===== config.mk =====
export PLATFORM = sky130hd
export DESIGN_NAME = ps2_kbd_fifo_ctrl_flat
export DESIGN_NICKNAME = d
export VERILOG_FILES = /design/src/rtl/ps2_kbd_fifo_ctrl_pkg.sv /design/src/rtl/ps2_kbd_fifo_ctrl_if.sv /design/src/rtl/kbd_event_fifo.sv /design/src/rtl/ps2_rx.sv /design/src/rtl/ps2_kbd_fifo_ctrl.sv /design/src/flat_wrapper.sv
export SDC_FILE = /design/constraint.sdc
export NUM_CORES = 1
export LEC_CHECK = 0
export ABC_CLOCK_PERIOD_IN_PS = 4100
export BUFFER_PORTS_ARGS = -buffer_cell sky130_fd_sc_hd__buf_2
export CAP_MARGIN = 40
export CORE_AREA = 2 2 100 102
export DETAILED_ROUTE_END_ITERATION = 7
export DIE_AREA = 0 0 102 104
export PLACE_DENSITY = 0.77
export SETUP_SLACK_MARGIN = 0.5
export SYNTH_ARGS = -nofsm -noshare
export SYNTH_HDL_FRONTEND = slang
export SYNTH_SLANG_ARGS = --single-unit

===== constraint.sdc =====
create_clock -name clk_i -period 4.1 [get_ports clk_i]
set_input_delay 0.41 -clock clk_i [delete_from_list [all_inputs] [get_ports clk_i]]
set_output_delay 0.41 -clock clk_i [all_outputs]
set_load 0.01 [all_outputs]

===== src/rtl/ps2_kbd_fifo_ctrl_pkg.sv =====
// Shared definitions for the PS/2 keyboard controller: bus register map, scan-code
// constants, decode state encodings and the queued event layout.
package ps2_kbd_fifo_ctrl_pkg;

    localparam logic [7:0] REG_STATUS  = 8'h00;
    localparam logic [7:0] REG_CODE    = 8'h01;
    localparam logic [7:0] REG_FLAGS   = 8'h02;
    localparam logic [7:0] REG_CONTROL = 8'h03;

    localparam logic [7:0] PFX_EXT    = 8'hE0;
    localparam logic [7:0] PFX_BRK    = 8'hF0;
    localparam logic [7:0] KEY_LALT   = 8'h11;
    localparam logic [7:0] KEY_LSHIFT = 8'h12;
    localparam logic [7:0] KEY_LCTRL  = 8'h14;
    localparam logic [7:0] KEY_CAPS   = 8'h58;
    localparam logic [7:0] KEY_RSHIFT = 8'h59;

    localparam logic [1:0] ST_IDLE    = 2'd0;
    localparam logic [1:0] ST_EXT     = 2'd1;
    localparam logic [1:0] ST_BRK     = 2'd2;
    localparam logic [1:0] ST_EXT_BRK = 2'd3;

    typedef struct packed {
        logic       ext;
        logic [7:0] code;
    } kbd_evt_t;

    // Keyboard housekeeping bytes (error, BAT ok, ack, resend) carry no key.
    function automatic logic is_ignored(input logic [7:0] c);
        return (c == 8'h00) || (c == 8'hAA) || (c == 8'hFA) ||
               (c == 8'hFE) || (c == 8'hFF);
    endfunction

endpackage


===== src/rtl/ps2_kbd_fifo_ctrl_if.sv =====
// CPU I/O bus window of the keyboard controller.
interface ps2_kbd_fifo_ctrl_if;
    logic       en_i;
    logic       we_i;
    logic [7:0] addr_i;
    logic [7:0] din_i;
    logic [7:0] dout_o;
    logic       irq_o;

    modport master (output en_i, we_i, addr_i, din_i, input dout_o, irq_o);
    modport slave  (input en_i, we_i, addr_i, din_i, output dout_o, irq_o);
endinterface


===== src/rtl/kbd_event_fifo.sv =====
// Synchronous FIFO with wrap-bit pointers. Pop on empty and push on full (without
// a same-cycle pop) are ignored; flush beats everything.
module kbd_event_fifo #(
    parameter int WIDTH = 9,
    parameter int DEPTH = 8
) (
    input  logic             clk,
    input  logic             rst,
    input  logic             push,
    input  logic             pop,
    input  logic             flush,
    input  logic [WIDTH-1:0] din,
    output logic [WIDTH-1:0] head,
    output logic             full,
    output logic             empty
);
    localparam int AW = $clog2(DEPTH);

    logic [WIDTH-1:0] mem [DEPTH];
    logic [AW:0]      wr_ptr, rd_ptr;
    logic             do_push, do_pop;

    assign empty   = (wr_ptr == rd_ptr);
    assign full    = (wr_ptr[AW] != rd_ptr[AW]) && (wr_ptr[AW-1:0] == rd_ptr[AW-1:0]);
    assign do_pop  = pop & ~empty;
    assign do_push = push & (~full | do_pop);
    assign head    = mem[rd_ptr[AW-1:0]];

    always_ff @(posedge clk or posedge rst) begin
        if (rst) begin
            wr_ptr <= '0;
            rd_ptr <= '0;
        end else if (flush) begin
            wr_ptr <= '0;
            rd_ptr <= '0;
        end else begin
            if (do_push) wr_ptr <= wr_ptr + 1'b1;
            if (do_pop)  rd_ptr <= rd_ptr + 1'b1;
        end
    end

    always_ff @(posedge clk) begin
        if (do_push && !flush) mem[wr_ptr[AW-1:0]] <= din;
    end
endmodule


===== src/rtl/ps2_rx.sv =====
// PS/2 device-to-host frame receiver on already-synchronised lines: start, 8 data
// bits LSB first, odd parity, stop. Bad parity or stop drops the byte.
module ps2_rx (
    input  logic       clk,
    input  logic       rst,
    input  logic       ps2_clk,
    input  logic       ps2_din,
    output logic       rx_stb,
    output logic [7:0] rx_code
);
    logic       clk_q;
    logic       busy;
    logic [3:0] cnt;
    logic [8:0] shreg;
    logic       fall;

    assign fall = clk_q & ~ps2_clk;

    always_ff @(posedge clk or posedge rst) begin
        if (rst) begin
            clk_q   <= 1'b1;
            busy    <= 1'b0;
            cnt     <= '0;
            shreg   <= '0;
            rx_stb  <= 1'b0;
            rx_code <= '0;
        end else begin
            clk_q  <= ps2_clk;
            rx_stb <= 1'b0;
            if (fall) begin
                if (!busy) begin
                    // Only a low start bit opens a frame, which is how we resync.
                    busy <= ~ps2_din;
                    cnt  <= '0;
                end else if (cnt == 4'd9) begin
                    busy <= 1'b0;
                    if (ps2_din && (^shreg)) begin
                        rx_stb  <= 1'b1;
                        rx_code <= shreg[7:0];
                    end
                end else begin
                    shreg <= {ps2_din, shreg[8:1]};
                    cnt   <= cnt + 4'd1;
                end
            end
        end
    end
endmodule


===== src/rtl/ps2_kbd_fifo_ctrl.sv =====
// PS/2 set-2 keyboard controller: scan-code decode with modifier/caps tracking,
// queued make events, bus register window and level interrupt.
module ps2_kbd_fifo_ctrl
    import ps2_kbd_fifo_ctrl_pkg::*;
#(
    parameter int FIFO_DEPTH = 8,
    parameter bit IRQ_EN_RST = 1'b0
) (
    input  logic              clk_i,
    input  logic              rst_i,
    input  logic              ps2_clk_i,
    input  logic              ps2_din_i,
    ps2_kbd_fifo_ctrl_if.slave bus
);
    logic [1:0] clk_sync, din_sync;
    logic       rx_stb;
    logic [7:0] rx_code;

    always_ff @(posedge clk_i or posedge rst_i) begin
        if (rst_i) begin
            clk_sync <= 2'b11;
            din_sync <= 2'b11;
        end else begin
            clk_sync <= {clk_sync[0], ps2_clk_i};
            din_sync <= {din_sync[0], ps2_din_i};
        end
    end

    ps2_rx u_rx (
        .clk     (clk_i),
        .rst     (rst_i),
        .ps2_clk (clk_sync[1]),
        .ps2_din (din_sync[1]),
        .rx_stb  (rx_stb),
        .rx_code (rx_code)
    );

    // Decode: one step per received byte.
    logic [1:0] st, st_nxt;
    logic       mk, brk, ev_ext, fake, is_mod, push;

    always_comb begin
        st_nxt = st;
        mk     = 1'b0;
        brk    = 1'b0;
        ev_ext = 1'b0;
        if (rx_stb) begin
            case (st)
                ST_IDLE: begin
                    if (rx_code == PFX_EXT)      st_nxt = ST_EXT;
                    else if (rx_code == PFX_BRK) st_nxt = ST_BRK;
                    else if (!is_ignored(rx_code)) mk = 1'b1;
                end
                ST_EXT: begin
                    if (rx_code == PFX_BRK) st_nxt = ST_EXT_BRK;
                    else if (rx_code != PFX_EXT) begin
                        mk     = 1'b1;
                        ev_ext = 1'b1;
                        st_nxt = ST_IDLE;
                    end
                end
                ST_BRK: begin
                    brk    = 1'b1;
                    st_nxt = ST_IDLE;
                end
                default: begin
                    brk    = 1'b1;
                    ev_ext = 1'b1;
                    st_nxt = ST_IDLE;
                end
            endcase
        end
    end

    assign fake   = ev_ext & ((rx_code == KEY_LSHIFT) | (rx_code == KEY_RSHIFT));
    assign is_mod = (rx_code == KEY_LCTRL) | (rx_code == KEY_LALT) |
                    (~ev_ext & ((rx_code == KEY_LSHIFT) | (rx_code == KEY_RSHIFT)));
    assign push   = mk & ~fake & ~is_mod;

    logic lshift, rshift, lctrl, rctrl, lalt, ralt, caps, caps_held;

    always_ff @(posedge clk_i or posedge rst_i) begin
        if (rst_i) begin
            st <= ST_IDLE;
            {lshift, rshift, lctrl, rctrl, lalt, ralt, caps, caps_held} <= '0;
        end else begin
            st <= st_nxt;
            // Within this branch brk == ~mk, so each flag simply follows mk.
            if ((mk || brk) && !fake) begin
                if (ev_ext) begin
                    if (rx_code == KEY_LCTRL) rctrl <= mk;
                    if (rx_code == KEY_LALT)  ralt  <= mk;
                end else begin
                    if (rx_code == KEY_LSHIFT) lshift <= mk;
                    if (rx_code == KEY_RSHIFT) rshift <= mk;
                    if (rx_code == KEY_LCTRL)  lctrl  <= mk;
                    if (rx_code == KEY_LALT)   lalt   <= mk;
                    if (rx_code == KEY_CAPS) begin
                        caps_held <= mk;
                        if (mk && !caps_held) caps <= ~caps;
                    end
                end
            end
        end
    end

    // Event queue and register window.
    logic       rd_sel, wr_ctl, pop, flush, ovf_clr, ovf_set;
    logic       full, empty, ovf, irq_en, irq_q;
    logic [8:0] head_raw;
    kbd_evt_t   head, ev;
    logic [7:0] status, rd_data, dout_q;
    logic [4:0] unused_din;

    assign unused_din = bus.din_i[7:3];
    assign rd_sel  = bus.en_i & ~bus.we_i;
    assign wr_ctl  = bus.en_i & bus.we_i & (bus.addr_i == REG_CONTROL);
    assign pop     = rd_sel & (bus.addr_i == REG_CODE);
    assign flush   = wr_ctl & bus.din_i[2];
    assign ovf_clr = wr_ctl & bus.din_i[1];
    assign ovf_set = push & full & ~pop & ~flush;
    assign ev      = '{ext: ev_ext, code: rx_code};
    assign head    = kbd_evt_t'(head_raw);

    kbd_event_fifo #(.WIDTH($bits(kbd_evt_t)), .DEPTH(FIFO_DEPTH)) u_fifo (
        .clk   (clk_i),
        .rst   (rst_i),
        .push  (push),
        .pop   (pop),
        .flush (flush),
        .din   (ev),
        .head  (head_raw),
        .full  (full),
        .empty (empty)
    );

    assign status = {full, ovf, caps, lalt | ralt, lctrl | rctrl, rshift, lshift, ~empty};

    always_comb begin
        rd_data = 8'h00;
        case (bus.addr_i)
            REG_STATUS:  rd_data = status;
            REG_CODE:    rd_data = empty ? 8'h00 : head.code;
            REG_FLAGS:   rd_data = {7'b0, head.ext & ~empty};
            REG_CONTROL: rd_data = {7'b0, irq_en};
            default:     rd_data = 8'h00;
        endcase
    end

    always_ff @(posedge clk_i or posedge rst_i) begin
        if (rst_i) begin
            dout_q <= '0;
            irq_q  <= 1'b0;
            ovf    <= 1'b0;
            irq_en <= IRQ_EN_RST;
        end else begin
            if (rd_sel) dout_q <= rd_data;
            if (wr_ctl) irq_en <= bus.din_i[0];
            ovf   <= (ovf & ~ovf_clr) | ovf_set;
            irq_q <= irq_en & (~empty | ovf);
        end
    end

    assign bus.dout_o = dout_q;
    assign bus.irq_o  = irq_q;
endmodule


===== src/flat_wrapper.sv =====
// flat-port wrapper written by rule: the top's interface ports become plain ports
module ps2_kbd_fifo_ctrl_flat import ps2_kbd_fifo_ctrl_pkg::*;
#(
    parameter int FIFO_DEPTH = 8,
    parameter bit IRQ_EN_RST = 1'b0
)
  (clk_i, rst_i, ps2_clk_i, ps2_din_i, bus_en_i, bus_we_i, bus_addr_i, bus_din_i, bus_dout_o, bus_irq_o);
  ps2_kbd_fifo_ctrl_if bus_i ();
  input  logic clk_i;
  input  logic rst_i;
  input  logic ps2_clk_i;
  input  logic ps2_din_i;
  input wire logic [$bits(bus_i.en_i)-1:0] bus_en_i;
  input wire logic [$bits(bus_i.we_i)-1:0] bus_we_i;
  input wire logic [$bits(bus_i.addr_i)-1:0] bus_addr_i;
  input wire logic [$bits(bus_i.din_i)-1:0] bus_din_i;
  output wire logic [$bits(bus_i.dout_o)-1:0] bus_dout_o;
  output wire logic [$bits(bus_i.irq_o)-1:0] bus_irq_o;
  assign bus_i.en_i = bus_en_i;
  assign bus_i.we_i = bus_we_i;
  assign bus_i.addr_i = bus_addr_i;
  assign bus_i.din_i = bus_din_i;
  assign bus_dout_o = bus_i.dout_o;
  assign bus_irq_o = bus_i.irq_o;
  ps2_kbd_fifo_ctrl #(.FIFO_DEPTH(FIFO_DEPTH), .IRQ_EN_RST(IRQ_EN_RST)) u_core (.clk_i(clk_i), .rst_i(rst_i), .ps2_clk_i(ps2_clk_i), .ps2_din_i(ps2_din_i), .bus(bus_i));
endmodule

# Word level (Yosys, flattened, before mapping)
# Memories as Yosys holds them, arrays and structs flattened.
# Cells that the tools add are included.
# classes
n_reduce_logical	33
n_mux	32
eq_ne	24
add_sub_neg	3
bitwise_logic	40
# op_table
op	count
$eq 8x8->1 const B	6
$pmux 8 s4	1
$reduce_and 3->1	9
$eq 8x5->1 const B	3
$mux 4	6
$and 1x1->1	19
$mux 1	17
$eq 8x2->1 const B	2
$eq 8x7->1 const B	2
$logic_not 8->1	2
$not 1->1	13
$add 4x1->4 const B	3
$reduce_xor 9->1	1
$eq 8x1->1 const B	1
$mux 2	4
$mux 8	1
$ne 8x8->1 const B	1
$or 1x1->1	8
$reduce_and 4->1	2
$ne 3x1->1 const B	2
$logic_and 1x1->1	5
$logic_or 1x1->1	5
$eq 4x4->1	1
$eq 4x4->1 const B	1
other kinds (12)	17
# totals
ramBits	72
n_memories	1
inputBits	22
elab_cells	156
out_inout_bits	9
ff_bits	57
# mem_list
memory	depth	width	read_ports	rd_clocked_by_memory_dff	write_ports	line_no	source
u_core.u_fifo.mem	8	9	1	0	1	kbd_event_fifo.sv:19	logic [WIDTH-1:0] mem [DEPTH];

# Depth between registers and ports, before layout
# depth
ltp_word	16
mapped_depth	7
ltp_nobuf	6

# Cells and area by module
# From an unflattened synthesis, not the netlist that was laid out.
# unflattened
cells_unflattened	402
area_unflattened_um2	5793.1
# modules_own_cells
mod	seq_area_each_um2	cells_each	area_per_inst_um2	n_inst
kbd_event_fifo	2362.3	186	3329.4	1
ps2_kbd_fifo_ctrl	630.6	136	1377.6	1
ps2_rx	601.8	80	1086.0	1

# Least setup slack after synthesis
# No wires, ideal clock.
# synth_path
path_kind	reg2reg
startpoint	register u_core.u_rx.rx_code[3]
endpoint	memory u_core.u_fifo.mem[5][0], enable pin
arrival_ps	2636
path_buffers	1
path_stages_with_launch	7
setup_time_ps	403
required_ps	3697
period_less_slack_ps	3039
path_slack_ps	1061
cell_sequence	dfrtp_1 -> clkbuf_1 -> xor2_1 -> nor4b_1 -> o31ai_2 -> nand3b_2 -> nor4b_1
# synth_via
elab_chain_cells	16
word_cells_on_any_way	39
classes_between	eq/ne (11); mux (11); bitwise (11); reduce/logical (6)
# synth_rtl
item	line_no	source
from (decl)	ps2_rx.sv:9	output logic [7:0] rx_code
from (signal assigned)	ps2_rx.sv:39	rx_code <= shreg[7:0];
$eq 8x8->1 or $logic_not 8->1 (tied branches)	ps2_kbd_fifo_ctrl_pkg.sv:30	return (c == 8'h00) || (c == 8'hAA) || (c == 8'hFA) ||
$logic_or 1x1->1 (3 in a row)	ps2_kbd_fifo_ctrl_pkg.sv:30	
$logic_or 1x1->1	ps2_kbd_fifo_ctrl_pkg.sv:31	(c == 8'hFE) || (c == 8'hFF);
$mux 1	ps2_kbd_fifo_ctrl.sv:52	else if (!is_ignored(rx_code)) mk = 1'b1;
$mux 1	ps2_kbd_fifo_ctrl.sv:51	else if (rx_code == PFX_BRK) st_nxt = ST_BRK;
$mux 1	ps2_kbd_fifo_ctrl.sv:50	if (rx_code == PFX_EXT) st_nxt = ST_EXT;
$pmux 1 s2	ps2_kbd_fifo_ctrl.sv:48	case (st)
$mux 1	ps2_kbd_fifo_ctrl.sv:47	if (rx_stb) begin
$and 1x1->1	ps2_kbd_fifo_ctrl.sv:78	assign push = mk & ~fake & ~is_mod;
$and 1x1->1 (*)	ps2_kbd_fifo_ctrl.sv:78	
$and 1x1->1 (*)	kbd_event_fifo.sv:26	assign do_push = push & (~full | do_pop);
$logic_and 1x1->1 (*)	kbd_event_fifo.sv:43	if (do_push && !flush) mem[wr_ptr[AW-1:0]] <= din;
$mux 1 (*)	kbd_event_fifo.sv:43	
$mux 1 (not written as such) (*)	kbd_event_fifo.sv:43	
to (decl)	kbd_event_fifo.sv:19	
# Mark *: on every way between the ends. The rest lies on a longest branch, timed or not.

# Worst setup path in the final report
# layout_path
startpoint	register u_core.u_rx.rx_code[0]
endpoint	memory u_core.u_fifo.mem[5][0], enable pin
# The elaborated chain is that of the path after synthesis.

==> reports/metrics.csv <==
metric,value,unit
run status,"complete, no violations",
share of cells above drive strength 1,31.9,%
crit path launch type,flop,
fin. max-slew vios,0,
PwrDens,518,mW/mm^2
count of cell types in the netlist,60,
Via density,5.95,
row count,36,
Vias,3386,
post-synthesis sequential area ratio,63.5,%
GR Util All Layers,22.8,%
Fillers,633,
final setup TNS,0,ns
total global routing overflow,0,
syn avg cell area,15.0,um^2
critical-path cell list,and4b_1 > o31ai_1 > a32o_1 > nand3b_2 > nor4b_2 > buf_4,
global-route wire length before repair,17900,um
TritonRoute pass-1 iters,5,
slowest cell on the critical path,dfrtp_1,
Area Overhead vs Synth,17.2,%
Crit path largest cell delay,0.70,ns
PortBufs,25,
share of the synthesized area in the top cell type,38.2,%
"commonest non-fill, non-tap cell in the layout",edfxtp_1,
slew margin rel.,37.8,%
final hold violation count,0,
Worst-Margin Slew,0.920,ns
CTS tree,yes,
Ports,31,
most frequent cells in the layout,"edfxtp_1 (72), dfrtp_1 (52), mux2_2 (26), buf_2 (25), nand2_1 (22)",
initial antenna violation count,0,
hold_ws,0.0896,ns
Initial Util,59.2,%
1st-iter DRT viols,173,
CTS Buf Count,17,
gpl congestion,0.836,
"delay-heaviest family, CP",simple AND/OR/NAND/NOR gates,
placed instance count,535,
"flops & latches, synth",129,
RSZ-0062 raised after global routing,no,
Routed Antenna Nets,0,
critical path required time,4.33,ns
CTS sink count,129,
Clock Skew,0.00460,ns
critical path endpoint category,flop,
Max Freq,0.304,GHz
WP buf/inv,1,
clock buffer depth,2,
drt drc,0,
drt wl/cell,19.7,um
core area,0.00955,mm^2
dominant synthesized flop cell,edfxtp_1,
post-synth net total,403,
Leakage,2.57,nW
final WL,11200,um
DIE HEIGHT,104,um
Final period util,80.2,%
Yosys top cell by area,edfxtp_1,
vias in the first global route,3422,
ANT cells,0,
Final setup viols,0,
multi-input logic area,0.00200,mm^2
Worst-Skew Late Latency,0.52,ns
largest net degree at the start of global routing,58,
register area,0.00359,mm^2
Min-Delay Path Class,in -> async,
maxcap violations,0,
final non-filler cell total,569,
synth top area cells,"edfxtp_1 (38%), dfrtp_1 (23%), mux4_2 (7.2%)",
final critical-path required period,3.29,ns
area of the die,0.0106,mm^2
CTS root buf,clkbuf_8,
# nets final,449,
CTS H-Tree Depth,4,
"Reg clk slew, reported paths",0.06,ns
synthesized cell area,0.00566,mm^2
Max VDD drop,0.269,mV
die width,102,um
Critical Setup Path Class,reg -> reg,
number of flops mapped to enable cells by yosys,72,
fraction of registers with async set/reset,44.2,%
"Max FO, Critical Path",20,
Syn Inst Count,377,
arrival time at the worst endpoint,3.52,ns
YS warnings,0,
Detailed Place HPWL,7050,um
==> cells in the mapped netlist (6+ instances only) <==
| master | n |
|---|---|
| clkbuf_1 | 10 |
| dfrtp_1 | 52 |
| edfxtp_1 | 72 |
| inv_1 | 9 |
| mux2_2 | 26 |
| mux2i_1 | 12 |
| mux4_2 | 18 |
| nand2_1 | 22 |
| nand3_1 | 7 |
| nor2_1 | 17 |
| nor2b_1 | 9 |
| nor4_1 | 8 |
| nor4b_1 | 6 |
| xnor2_1 | 9 |
| xor2_1 | 6 |
==> registers in the layout, indices dropped and copies added (netlist names), 2 cells and up <==
register,count
u_core.u_rx.shreg,9
u_core.st,2
u_core.u_fifo.rd_ptr,4
u_core.clk_sync,2
u_core.u_rx.cnt,4
u_core.u_fifo.mem,72
u_core.u_rx.rx_code,8
u_core.din_sync,2
u_core.bus.dout_o,8
u_core.u_fifo.wr_ptr,4
==> cell families (layout without fill, tap and decap cells) <==
group           after synthesis  in the layout  synth area share [%]
simple gates                111            111                  11.4
buf+inv                      24             83                  1.77
flops                       129            129                  63.5
compound gates               37             37                  5.22
fa+ha+maj                     4              4                 0.885
xor+xnor                     16             16                  2.72
mux                          56             56                  14.5
==> area by class of cell <==
type	count	share of cell area (%)
timing repair buffer	42	3.89
sequential	129	54.2
clock inverter	12	1.51
inverter	9	0.510
clock buffer	20	7.21
tap	133	2.51
multi-input combinational	224	30.2
==> where the power goes <==
group	internal (mW)	switching (mW)	leakage, nW
combinational	0.224	0.153	0.874
sequential	1.48	0.133	1.40
clock	0.890	0.550	0.296
==> stage by stage <==
step	util [%]	total power, mW	worst slack, ns	instance area, um^2
6_report	69.4	3.43	0.811	6630
5_1_grt	69.4	3.56	0.530	6630
4_1_cts	69.4	3.45	0.812	6630
3_5_place_dp	63.2	2.01	0.890	6030
3_3_place_gp	62.9	1.99	0.592	6010
2_1_floorplan	-	1.91	1.06	5660
==> what timing repair did <==
action                                 CTS  global route
setup buffers                            0             0
hold buffers                             2             0
endpoints found under the hold margin    2             0
gates resized for setup                  0             0
==> metal layers <==
layer	GRT usage, %	wire [um]
met1	30.4	4780
met2	35.4	5540
met3	6.38	607
met4	9.43	257
met5	0	0
==> worst min-delay path, cell delays in order <==
cell and delay [ns]:
buf_2 0.10, inv_2 0.03, buf_4 0.57
==> final timing paths <==
kind | slack [ns] | to | cells after the start | startpoint
worst max-delay path | 0.81 | u_core.u_fifo.mem[5][0]$_DFFE_PP_ | 6 | u_core.u_rx.rx_code[0]$_DFFE_PP0P_
worst min-delay path | 0.09 | u_core.caps$_DFFE_PP0P_ | 3 | rst_i
worst max register to register | 0.81 | u_core.u_fifo.mem[5][0]$_DFFE_PP_ | 6 | u_core.u_rx.rx_code[0]$_DFFE_PP0P_
worst min register to register | 0.36 | u_core.clk_sync[1]$_DFF_PP1_ | 0 | u_core.clk_sync[0]$_DFF_PP1_
max in group asynchronous | 3.54 | u_core.u_rx.rx_code[5]$_DFFE_PP0P_ | 3 | rst_i
min in group clk_i | 0.10 | u_core.u_fifo.wr_ptr[1]$_DFFE_PP0P_ | 2 | bus_din_i[2]
(Power assumes the default switching activity.)
